===== config.mk =====
export PLATFORM = sky130hd
export DESIGN_NAME = pipe_ctrl_flat
export DESIGN_NICKNAME = d
export VERILOG_FILES = /design/src/rtl/pipe_ctrl_if.sv /design/src/rtl/pipe_ctrl.sv /design/src/flat_wrapper.sv
export SDC_FILE = /design/constraint.sdc
export NUM_CORES = 1
export LEC_CHECK = 0
export ABC_AREA = 0
export BUFFER_PORTS_ARGS = -buffer_cell sky130_fd_sc_hd__buf_2
export CORE_MARGIN = 4
export CORE_UTILIZATION = 45
export CTS_BUF_LIST = sky130_fd_sc_hd__clkbuf_4 sky130_fd_sc_hd__clkbuf_8
export DETAILED_ROUTE_END_ITERATION = 10
export GPL_ROUTABILITY_DRIVEN = 0
export PLACE_DENSITY = 0.87
export SLEW_MARGIN = 10
export SYNTH_ARGS = -nofsm -noshare
export SYNTH_HDL_FRONTEND = slang
export SYNTH_SLANG_ARGS = --single-unit

===== constraint.sdc =====
create_clock -name clk -period 2.6 [get_ports clk]
set_input_delay 0.26 -clock clk [delete_from_list [all_inputs] [get_ports clk]]
set_output_delay 0.26 -clock clk [all_outputs]
set_load 0.02 [all_outputs]

===== src/rtl/pipe_ctrl_if.sv =====
// pipe_ctrl_if: hazard inputs and pipeline-control outputs of pipe_ctrl.
// master = the controller, slave = the datapath it steers.
interface pipe_ctrl_if #(parameter int REG_BITS = 4);
  logic [REG_BITS-1:0] id_rs1, id_rs2, ex_rd;
  logic id_use_rs1, id_use_rs2, ex_load, ex_mdu, mdu_done, branch_taken, stop;
  logic pc_en, ifid_en, idex_en, exma_en, marw_en;
  logic ifid_flush, idex_flush, exma_bubble, halted;
  logic [15:0] stall_cnt;
  modport master (
    input  id_rs1, id_rs2, ex_rd, id_use_rs1, id_use_rs2, ex_load, ex_mdu,
           mdu_done, branch_taken, stop,
    output pc_en, ifid_en, idex_en, exma_en, marw_en, ifid_flush, idex_flush,
           exma_bubble, halted, stall_cnt
  );
  modport slave (
    output id_rs1, id_rs2, ex_rd, id_use_rs1, id_use_rs2, ex_load, ex_mdu,
           mdu_done, branch_taken, stop,
    input  pc_en, ifid_en, idex_en, exma_en, marw_en, ifid_flush, idex_flush,
           exma_bubble, halted, stall_cnt
  );
endinterface


===== src/rtl/pipe_ctrl.sv =====
// pipe_ctrl: 5-stage pipeline stall/flush/drain controller.
// Define PIPE_CTRL_PERF_EN to build the saturating stall_cnt perf counter.
module pipe_ctrl #(
  parameter int REG_BITS     = 4,
  parameter int DRAIN_CYCLES = 4
) (
  input logic clk,
  input logic rst,
  pipe_ctrl_if.master bus
);
  localparam int CW = $clog2(DRAIN_CYCLES + 1);
  typedef enum logic [1:0] {RUN, MDU, DRAIN, HALT} state_e;
  state_e state_q, state_d;
  logic [CW-1:0] cnt_q, cnt_d;
  logic [REG_BITS-1:0] rs1, rs2, rd;
  logic hazard, mdu_wait;
  assign rs1 = bus.id_rs1;
  assign rs2 = bus.id_rs2;
  assign rd  = bus.ex_rd;
  assign hazard   = bus.ex_load & ((bus.id_use_rs1 & (rs1 == rd)) | (bus.id_use_rs2 & (rs2 == rd)));
  assign mdu_wait = bus.ex_mdu & ~bus.mdu_done;
  always_comb begin
    state_d         = state_q;
    cnt_d           = cnt_q;
    bus.pc_en       = 1'b1;
    bus.ifid_en     = 1'b1;
    bus.idex_en     = 1'b1;
    bus.exma_en     = 1'b1;
    bus.marw_en     = 1'b1;
    bus.ifid_flush  = 1'b0;
    bus.idex_flush  = 1'b0;
    bus.exma_bubble = 1'b0;
    bus.halted      = 1'b0;
    if (state_q == HALT) begin
      bus.pc_en   = 1'b0;
      bus.ifid_en = 1'b0;
      bus.idex_en = 1'b0;
      bus.exma_en = 1'b0;
      bus.marw_en = 1'b0;
      bus.halted  = 1'b1;
      state_d     = bus.stop ? HALT : RUN;
    end else begin
      if (mdu_wait) begin
        bus.pc_en       = 1'b0;
        bus.ifid_en     = 1'b0;
        bus.idex_en     = 1'b0;
        bus.exma_bubble = 1'b1;
      end else if (bus.branch_taken) begin
        bus.ifid_flush = 1'b1;
        bus.idex_flush = 1'b1;
      end else if (hazard) begin
        bus.pc_en      = 1'b0;
        bus.ifid_en    = 1'b0;
        bus.idex_flush = 1'b1;
      end
      // Draining keeps fetch shut while downstream stages still obey stalls.
      if (state_q == DRAIN) begin
        bus.pc_en      = 1'b0;
        bus.ifid_flush = 1'b1;
        if (!mdu_wait) begin
          cnt_d   = cnt_q - 1'b1;
          state_d = (cnt_q == CW'(1)) ? HALT : DRAIN;
        end
      end else if (mdu_wait) begin
        state_d = MDU;
      end else if (bus.stop) begin
        state_d = DRAIN;
        cnt_d   = CW'(DRAIN_CYCLES);
      end else begin
        state_d = RUN;
      end
    end
  end
  always_ff @(posedge clk or negedge rst) begin
    if (!rst) begin
      state_q <= RUN;
      cnt_q   <= '0;
    end else begin
      state_q <= state_d;
      cnt_q   <= cnt_d;
    end
  end
`ifdef PIPE_CTRL_PERF_EN
  logic [15:0] stall_q, stall_d;
  always_comb stall_d = (!bus.pc_en && state_q != HALT && stall_q != 16'hFFFF) ? stall_q + 16'd1 : stall_q;
  always_ff @(posedge clk or negedge rst) begin
    if (!rst) stall_q <= '0;
    else stall_q <= stall_d;
  end
  assign bus.stall_cnt = stall_q;
`else
  assign bus.stall_cnt = 16'h0000;
`endif
endmodule


===== src/flat_wrapper.sv =====
// flat-port wrapper written by rule: the top's interface ports become plain ports
module pipe_ctrl_flat 
#(
  parameter int REG_BITS     = 4,
  parameter int DRAIN_CYCLES = 4
)
  (clk, rst, bus_id_rs1, bus_id_rs2, bus_ex_rd, bus_id_use_rs1, bus_id_use_rs2, bus_ex_load, bus_ex_mdu, bus_mdu_done, bus_branch_taken, bus_stop, bus_pc_en, bus_ifid_en, bus_idex_en, bus_exma_en, bus_marw_en, bus_ifid_flush, bus_idex_flush, bus_exma_bubble, bus_halted, bus_stall_cnt);
  pipe_ctrl_if #(.REG_BITS(REG_BITS)) bus_i ();
  input logic clk;
  input logic rst;
  input wire logic [$bits(bus_i.id_rs1)-1:0] bus_id_rs1;
  input wire logic [$bits(bus_i.id_rs2)-1:0] bus_id_rs2;
  input wire logic [$bits(bus_i.ex_rd)-1:0] bus_ex_rd;
  input wire logic [$bits(bus_i.id_use_rs1)-1:0] bus_id_use_rs1;
  input wire logic [$bits(bus_i.id_use_rs2)-1:0] bus_id_use_rs2;
  input wire logic [$bits(bus_i.ex_load)-1:0] bus_ex_load;
  input wire logic [$bits(bus_i.ex_mdu)-1:0] bus_ex_mdu;
  input wire logic [$bits(bus_i.mdu_done)-1:0] bus_mdu_done;
  input wire logic [$bits(bus_i.branch_taken)-1:0] bus_branch_taken;
  input wire logic [$bits(bus_i.stop)-1:0] bus_stop;
  output wire logic [$bits(bus_i.pc_en)-1:0] bus_pc_en;
  output wire logic [$bits(bus_i.ifid_en)-1:0] bus_ifid_en;
  output wire logic [$bits(bus_i.idex_en)-1:0] bus_idex_en;
  output wire logic [$bits(bus_i.exma_en)-1:0] bus_exma_en;
  output wire logic [$bits(bus_i.marw_en)-1:0] bus_marw_en;
  output wire logic [$bits(bus_i.ifid_flush)-1:0] bus_ifid_flush;
  output wire logic [$bits(bus_i.idex_flush)-1:0] bus_idex_flush;
  output wire logic [$bits(bus_i.exma_bubble)-1:0] bus_exma_bubble;
  output wire logic [$bits(bus_i.halted)-1:0] bus_halted;
  output wire logic [$bits(bus_i.stall_cnt)-1:0] bus_stall_cnt;
  assign bus_i.id_rs1 = bus_id_rs1;
  assign bus_i.id_rs2 = bus_id_rs2;
  assign bus_i.ex_rd = bus_ex_rd;
  assign bus_i.id_use_rs1 = bus_id_use_rs1;
  assign bus_i.id_use_rs2 = bus_id_use_rs2;
  assign bus_i.ex_load = bus_ex_load;
  assign bus_i.ex_mdu = bus_ex_mdu;
  assign bus_i.mdu_done = bus_mdu_done;
  assign bus_i.branch_taken = bus_branch_taken;
  assign bus_i.stop = bus_stop;
  assign bus_pc_en = bus_i.pc_en;
  assign bus_ifid_en = bus_i.ifid_en;
  assign bus_idex_en = bus_i.idex_en;
  assign bus_exma_en = bus_i.exma_en;
  assign bus_marw_en = bus_i.marw_en;
  assign bus_ifid_flush = bus_i.ifid_flush;
  assign bus_idex_flush = bus_i.idex_flush;
  assign bus_exma_bubble = bus_i.exma_bubble;
  assign bus_halted = bus_i.halted;
  assign bus_stall_cnt = bus_i.stall_cnt;
  pipe_ctrl #(.REG_BITS(REG_BITS), .DRAIN_CYCLES(DRAIN_CYCLES)) u_core (.clk(clk), .rst(rst), .bus(bus_i));
endmodule

==> results of run 1 <==
-- layout make-up --
cell class	count	area share (%)
multi-input combinational	66	54.1
tap	15	2.50
inverter	4	2.00
sequential	5	16.7
timing repair buffer	30	20.7
clock buffer	4	4.01
-- worst min-delay path: stages --
cell and delay, ns:
buf_2 0.12, inv_1 0.05, a21oi_1 0.06
-- Yosys cell counts (all sizes together) --
| library cell | count | area, um2 |
|---|---|---|
| mux2i | 1 | 10.0 |
| nor3 | 2 | 10.0 |
| inv | 4 | 15.0 |
| nor2b | 4 | 32.5 |
| a22o | 3 | 26.3 |
| conb | 1 | 3.75 |
| nand2b | 1 | 13.8 |
| nor2 | 3 | 13.8 |
| a21oi | 5 | 25.0 |
| o21ai | 3 | 18.8 |
| and3 | 1 | 6.26 |
| dfrtp | 5 | 125 |
| o31ai | 1 | 7.51 |
| nor4b | 1 | 15.0 |
| nand3 | 6 | 30.0 |
| o22ai | 2 | 12.5 |
| buf | 19 | 150 |
| ha | 2 | 25.0 |
| nand2 | 7 | 28.8 |
| xnor2 | 8 | 70.1 |
-- routing by layer --
| metal | wire [um] | share of wire (%) | vias up | track usage (%) |
|---|---|---|---|---|
| li1 | - | - | 293 | - |
| met1 | 480 | 34 | 262 | 14.2 |
| met2 | 742 | 53 | 29 | 27.0 |
| met3 | 155 | 11 | 5 | 5.93 |
| met4 | 31 | 2.2 | 0 | 6.82 |
| met5 | 0 | 0 | - | 0 |
-- worst paths after layout --
check,startpoint,to,slack [ns],depth (start not counted)
worst max register to register,u_core.cnt_q[0]$_DFFE_PN0P_,u_core.cnt_q[2]$_DFFE_PN0P_,1.39,5
worst max-delay path,u_core.state_q[1]$_DFFE_PN0P_,bus_idex_flush,0.87,5
worst min register to register,u_core.cnt_q[1]$_DFFE_PN0P_,u_core.cnt_q[1]$_DFFE_PN0P_,0.55,1
min in group asynchronous,rst,u_core.cnt_q[2]$_DFFE_PN0P_,0.36,2
max in group asynchronous,rst,u_core.state_q[0]$_DFFE_PN0P_,2.11,2
worst min-delay path,bus_stop,u_core.state_q[1]$_DFFE_PN0P_,0.28,3
-- report_power, final --
group	leakage, nW	total [W]	internal (W)	switching, W
clock network	0.0184	0.000104	0.0000686	0.0000350
registers	0.0589	0.000182	0.000114	0.0000674
logic	0.315	0.000361	0.000150	0.000211
total	0.392	0.000646	0.000333	0.000313
-- registers in the layout (all words and copies together) (netlist names) --
name and count:
u_core.cnt_q 3, u_core.state_q 2
-- kinds of logic (layout without fill, tap and decap cells) --
logic type      count (synthesis)  after routing  share of synthesized area (%)
fa+ha+maj                       2              2                           3.91
buf+inv                        23             38                           25.8
simple gates                   25             25                           23.5
other cells                     1             16                          0.587
compound gates                 14             14                           14.1
flops                           5              5                           19.6
xor+xnor                        8              8                           11.0
mux                             1              1                           1.57
-- through the flow --
stage	hold slack [ns]	setup WS [ns]	cell area (um2)	power [W]	utilization, %
finish	0.282	0.867	749	0.000646	56.9
global route	0.298	0.763	749	0.000701	56.9
floorplan	-0.0356	1.05	696	0.000488	-
global placement	0.0743	1.20	709	0.000530	53.8
detailed placement	0.0783	1.14	709	0.000546	53.8
CTS	0.280	0.874	749	0.000651	56.9
-- timing repair --
item,CTS,global route
hold buffers,1,0
setup endpoints to repair,0,0
hold endpoints to repair,5,0
==> impl_metrics.csv, run 1 <==
group,metric,value,unit
global_routing,grt_pass1_wl,2140,um
yosys,synth_cell_type_count,27,
job,drv_cap,0,
timing,finClkSkew,0.000662,ns
clock_network,cts_buffer_depth,2,
die,die-area,2090,um2
clock_network,clk_latency,0.25,ns
placed_design,place.port_buffers,29,
cells_and_area,drive_above_1_share,36.7,%
yosys,syn_area_per_cell,8.09,um2
route,dr.pass1.iters,4,
global_routing,grt_pass1_vias,559,
power,p_leak,0.392,nW
die,dieHeight,45.7,um
worst_setup_path,cp-end-kind,"primary output",
clock_network,cts.sinks,5,
cells_and_area,final-seq-area,125,um2
global_routing,gr-total-overflow,0,
worst_setup_path,crit_buf_inv,2,
clock_network,post_cts_buffers,0,
placed_design,dp_cells,119,
die,die_x,45.7,um
clock_network,clkTransAtPathRegs,0.04,ns
cells_and_area,final_cells,124,
timing,drv_slew,0,
global_routing,grt_max_degree,11,
cells_and_area,fill_cells,131,
die,rows,13,
route,viasPerCell,4.75,
route,routed_wl,1410,um
min_path,hold_path_class,"input port to flip-flop",
die,initial_core_util,48.5,%
cells_and_area,areaGrowthSynthToFinish,17.2,%
clock_network,htree_levels,1,
route,first_iter_violations,3,
yosys,yosysSeqAreaShare,19.6,%
cells_and_area,nets,133,
yosys,ys_ff_latch,5,
global_routing,track_usage,14.8,%
cells_and_area,final_cell_mix,"29 x buf_2, 16 x conb_1, 8 x xnor2_1",
status,outcome,"finished clean",
cells_and_area,multi_input_area,405,um2
worst_setup_path,crit_arrival,1.47,ns
route,ant_nets,0,
route,num_vias,589,
die,core_area,1320,um2
power,ir_worst_vdd,0.436,mV
timing,post-route-min-period,1.73,ns
clock_network,ctsResizeCount,0,
timing,rsz0062_at_grt,"no",
placed_design,dp_hpwl,1190,um
global_routing,antenna_found_initial,0,
clock_network,cts_made_buffers,3,
worst_setup_path,path_max_fanout,10,
yosys,yosysWarnings,0,
worst_setup_path,crit_path_start_kind,"flip-flop",
route,wl_per_cell,11.4,um
timing,timing.final.crit_share,66.6,%
cells_and_area,num_antenna_cells,0,
worst_setup_path,crit_required,2.34,ns
timing,setup_viol,0,
timing,hold_violations,0,
worst_setup_path,crit_chain,"nand2_2 -> inv_2 -> nor2_2 -> a22o_1 -> buf_2",
route,route.detailed.drc,0,
worst_setup_path,cp_top_family,"flip-flops",
clock_network,clockRootBuffer,"clkbuf_4",
worst_setup_path,slowest_delay,0.56,ns
die,ios,46,
timing,tns,0,ns
power,power_density,863,nW/um2
timing,fmax,577,MHz
yosys,syn-cell-area,639,um2
worst_setup_path,worst_path_max_delay_cell,"dfrtp_1",
clock_network,cts_tree,"built",
worst_setup_path,critPathKind,"flip-flop to primary output",
yosys,netlist_instances,79,
cells_and_area,final_common_cell,"buf_2",
Power figures use the tool's default switching activity.
==> run 2, diff against run 1 <==
--- a/config.mk
+++ b/config.mk
@@ -8,11 +8,11 @@
 export ABC_AREA = 0
 export BUFFER_PORTS_ARGS = -buffer_cell sky130_fd_sc_hd__buf_2
 export CORE_MARGIN = 4
-export CORE_UTILIZATION = 45
+export CORE_UTILIZATION = 37
 export CTS_BUF_LIST = sky130_fd_sc_hd__clkbuf_4 sky130_fd_sc_hd__clkbuf_8
 export DETAILED_ROUTE_END_ITERATION = 10
 export GPL_ROUTABILITY_DRIVEN = 0
-export PLACE_DENSITY = 0.87
+export PLACE_DENSITY = 0.77
 export SLEW_MARGIN = 10
 export SYNTH_ARGS = -nofsm -noshare
 export SYNTH_HDL_FRONTEND = slang
==> constraint.sdc (replaced) <==
create_clock -name clk -period 1.44 [get_ports clk]
set_input_delay 0.144 -clock clk [delete_from_list [all_inputs] [get_ports clk]]
set_output_delay 0.144 -clock clk [all_outputs]
set_load 0.02 [all_outputs]
==> impl_metrics.csv, run 2 (synthesized netlist as in run 1, its figures left out) <==
group,metric,value,unit
timing,drv_slew,0,
job,drv_cap,0,
cells_and_area,drive_above_1_share,37.8,%
clock_network,cts_buffer_depth,2,
timing,finClkSkew,0.000955,ns
worst_setup_path,crit_arrival,1.21,ns
die,ios,46,
cells_and_area,areaGrowthSynthToFinish,19.8,%
timing,post-route-min-period,1.36,ns
worst_setup_path,cp.depth,5,
clock_network,clkTransAtPathRegs,0.05,ns
cells_and_area,final_common_cell,"buf_2",
die,core_area,1580,um2
clock_network,cts_tree,"built",
placed_design,dpl_cell_area,726,um2
route,routed_wl,1430,um
global_routing,grt_pass1_vias,581,
clock_network,cts.sinks,5,
die,initial_core_util,40.6,%
timing,setup_viol,0,
global_routing,grt_max_degree,10,
cells_and_area,num_antenna_cells,0,
worst_setup_path,crit_buf_inv,2,
die,rows,14,
min_path,hold_path_class,"input port to flip-flop",
route,wl_per_cell,11.2,um
clock_network,post_cts_buffers,0,
timing,timing.final.crit_share,94.1,%
worst_setup_path,crit_chain,"nand2_2 -> inv_2 -> nor2_2 -> a22o_1 -> buf_2",
route,dr.pass1.iters,4,
clock_network,hold_buffers,1,
placed_design,place.port_buffers,29,
global_routing,track_usage,12.4,%
route,first_iter_violations,17,
worst_setup_path,slowest_delay,0.39,ns
clock_network,cts_made_buffers,3,
die,die-area,2460,um2
timing,tns,0,ns
route,route.detailed.drc,0,
worst_setup_path,path_max_fanout,4,
global_routing,gr-total-overflow,0,
cells_and_area,final_cell_mix,"29 x buf_2, 16 x conb_1, 8 x xnor2_1",
clock_network,clk_latency,0.25,ns
route,num_vias,584,
cells_and_area,nets,135,
cells_and_area,stdcell_area,766,um2
worst_setup_path,critPathKind,"flip-flop to primary output",
power,power_density,1580,nW/um2
global_routing,grt_pass1_wl,2420,um
status,outcome,"finished clean",
worst_setup_path,worst_path_max_delay_cell,"dfrtp_1",
cells_and_area,top_register,"u_core.cnt_q",
worst_setup_path,cp-end-kind,"primary output",
cells_and_area,largest_reg_flops,3,
worst_setup_path,reg2reg_depth,4,
timing,hold_violations,0,
worst_setup_path,crit_required,1.30,ns
clock_network,clockRootBuffer,"clkbuf_4",
clock_network,htree_levels,1,
timing,fmax,738,MHz
global_routing,antenna_found_initial,0,
placed_design,dp_hpwl,1230,um
min_path,hold_path_depth,3,
timing,rsz0062_at_grt,"no",
route,viasPerCell,4.60,
clock_network,ctsResizeCount,0,
die,dieHeight,49.6,um
cells_and_area,reg_top3,"u_core.cnt_q: 3 flops, u_core.state_q: 2 flops",
route,ant_nets,0,
die,die_x,49.6,um
power,ir_worst_vdd,0.696,mV
power,p_leak,0.402,nW
worst_setup_path,cp_top_family,"flip-flops",
worst_setup_path,crit_path_start_kind,"flip-flop",
run 2: worst reg2reg max path: cells and delay by family (launching register included):
family	cells	cell delay, ns
adders and majority gates	1	0.28
DFF	1	0.39
AOI/OAI and AO/OA	2	0.41
buffers and inverters	1	0.07
run 2: layout make-up:
class / count / area (um2)
Fill cell: 160 / 811
Multi-Input combinational cell: 66 / 405
Timing Repair Buffer: 32 / 170
Sequential cell: 5 / 125
Clock buffer: 4 / 30.0
Tap cell: 16 / 20.0
Inverter: 4 / 15.0
run 2: metal layers:
metal  global-route usage, %  vias to the layer above  routed length [um]
met4                    1.38                        0                   0
met5                       0                        -                   0
met1                    12.6                      259                 516
met3                    4.52                        0                 158
met2                    24.4                       29                 750
li1                        -                      296                   -
run 2: stage by stage:
stage               setup slack, ns  hold WS (ns)  power, W  std cells  util, %
global placement              0.269       -0.0335  0.000993        122     46.0
global route                0.00790         0.203   0.00132        127     48.6
floorplan                   0.00874        -0.152  0.000881         94        -
CTS                          0.0818         0.168   0.00122        127     48.6
finish                       0.0843         0.168   0.00121        127     48.6
detailed placement            0.217       -0.0323   0.00102        122     46.0
run 2: final timing paths:
path	from	end	slack [ns]
worst max register to register	u_core.cnt_q[0]$_DFFE_PN0P_	u_core.cnt_q[1]$_DFFE_PN0P_	0.22
worst min-delay path	bus_stop	u_core.state_q[1]$_DFFE_PN0P_	0.17
min in group asynchronous	rst	u_core.state_q[1]$_DFFE_PN0P_	0.24
max in group asynchronous	rst	u_core.cnt_q[0]$_DFFE_PN0P_	1.07
worst min register to register	u_core.cnt_q[1]$_DFFE_PN0P_	u_core.cnt_q[1]$_DFFE_PN0P_	0.55
worst max-delay path	u_core.state_q[1]$_DFFE_PN0P_	bus_idex_flush	0.08
run 2: power breakdown:
| part | internal, W | total, W | switching, W |
|---|---|---|---|
| clock network | 0.000124 | 0.000191 | 0.0000664 |
| registers | 0.000208 | 0.000266 | 0.0000582 |
| logic | 0.000302 | 0.000756 | 0.000454 |
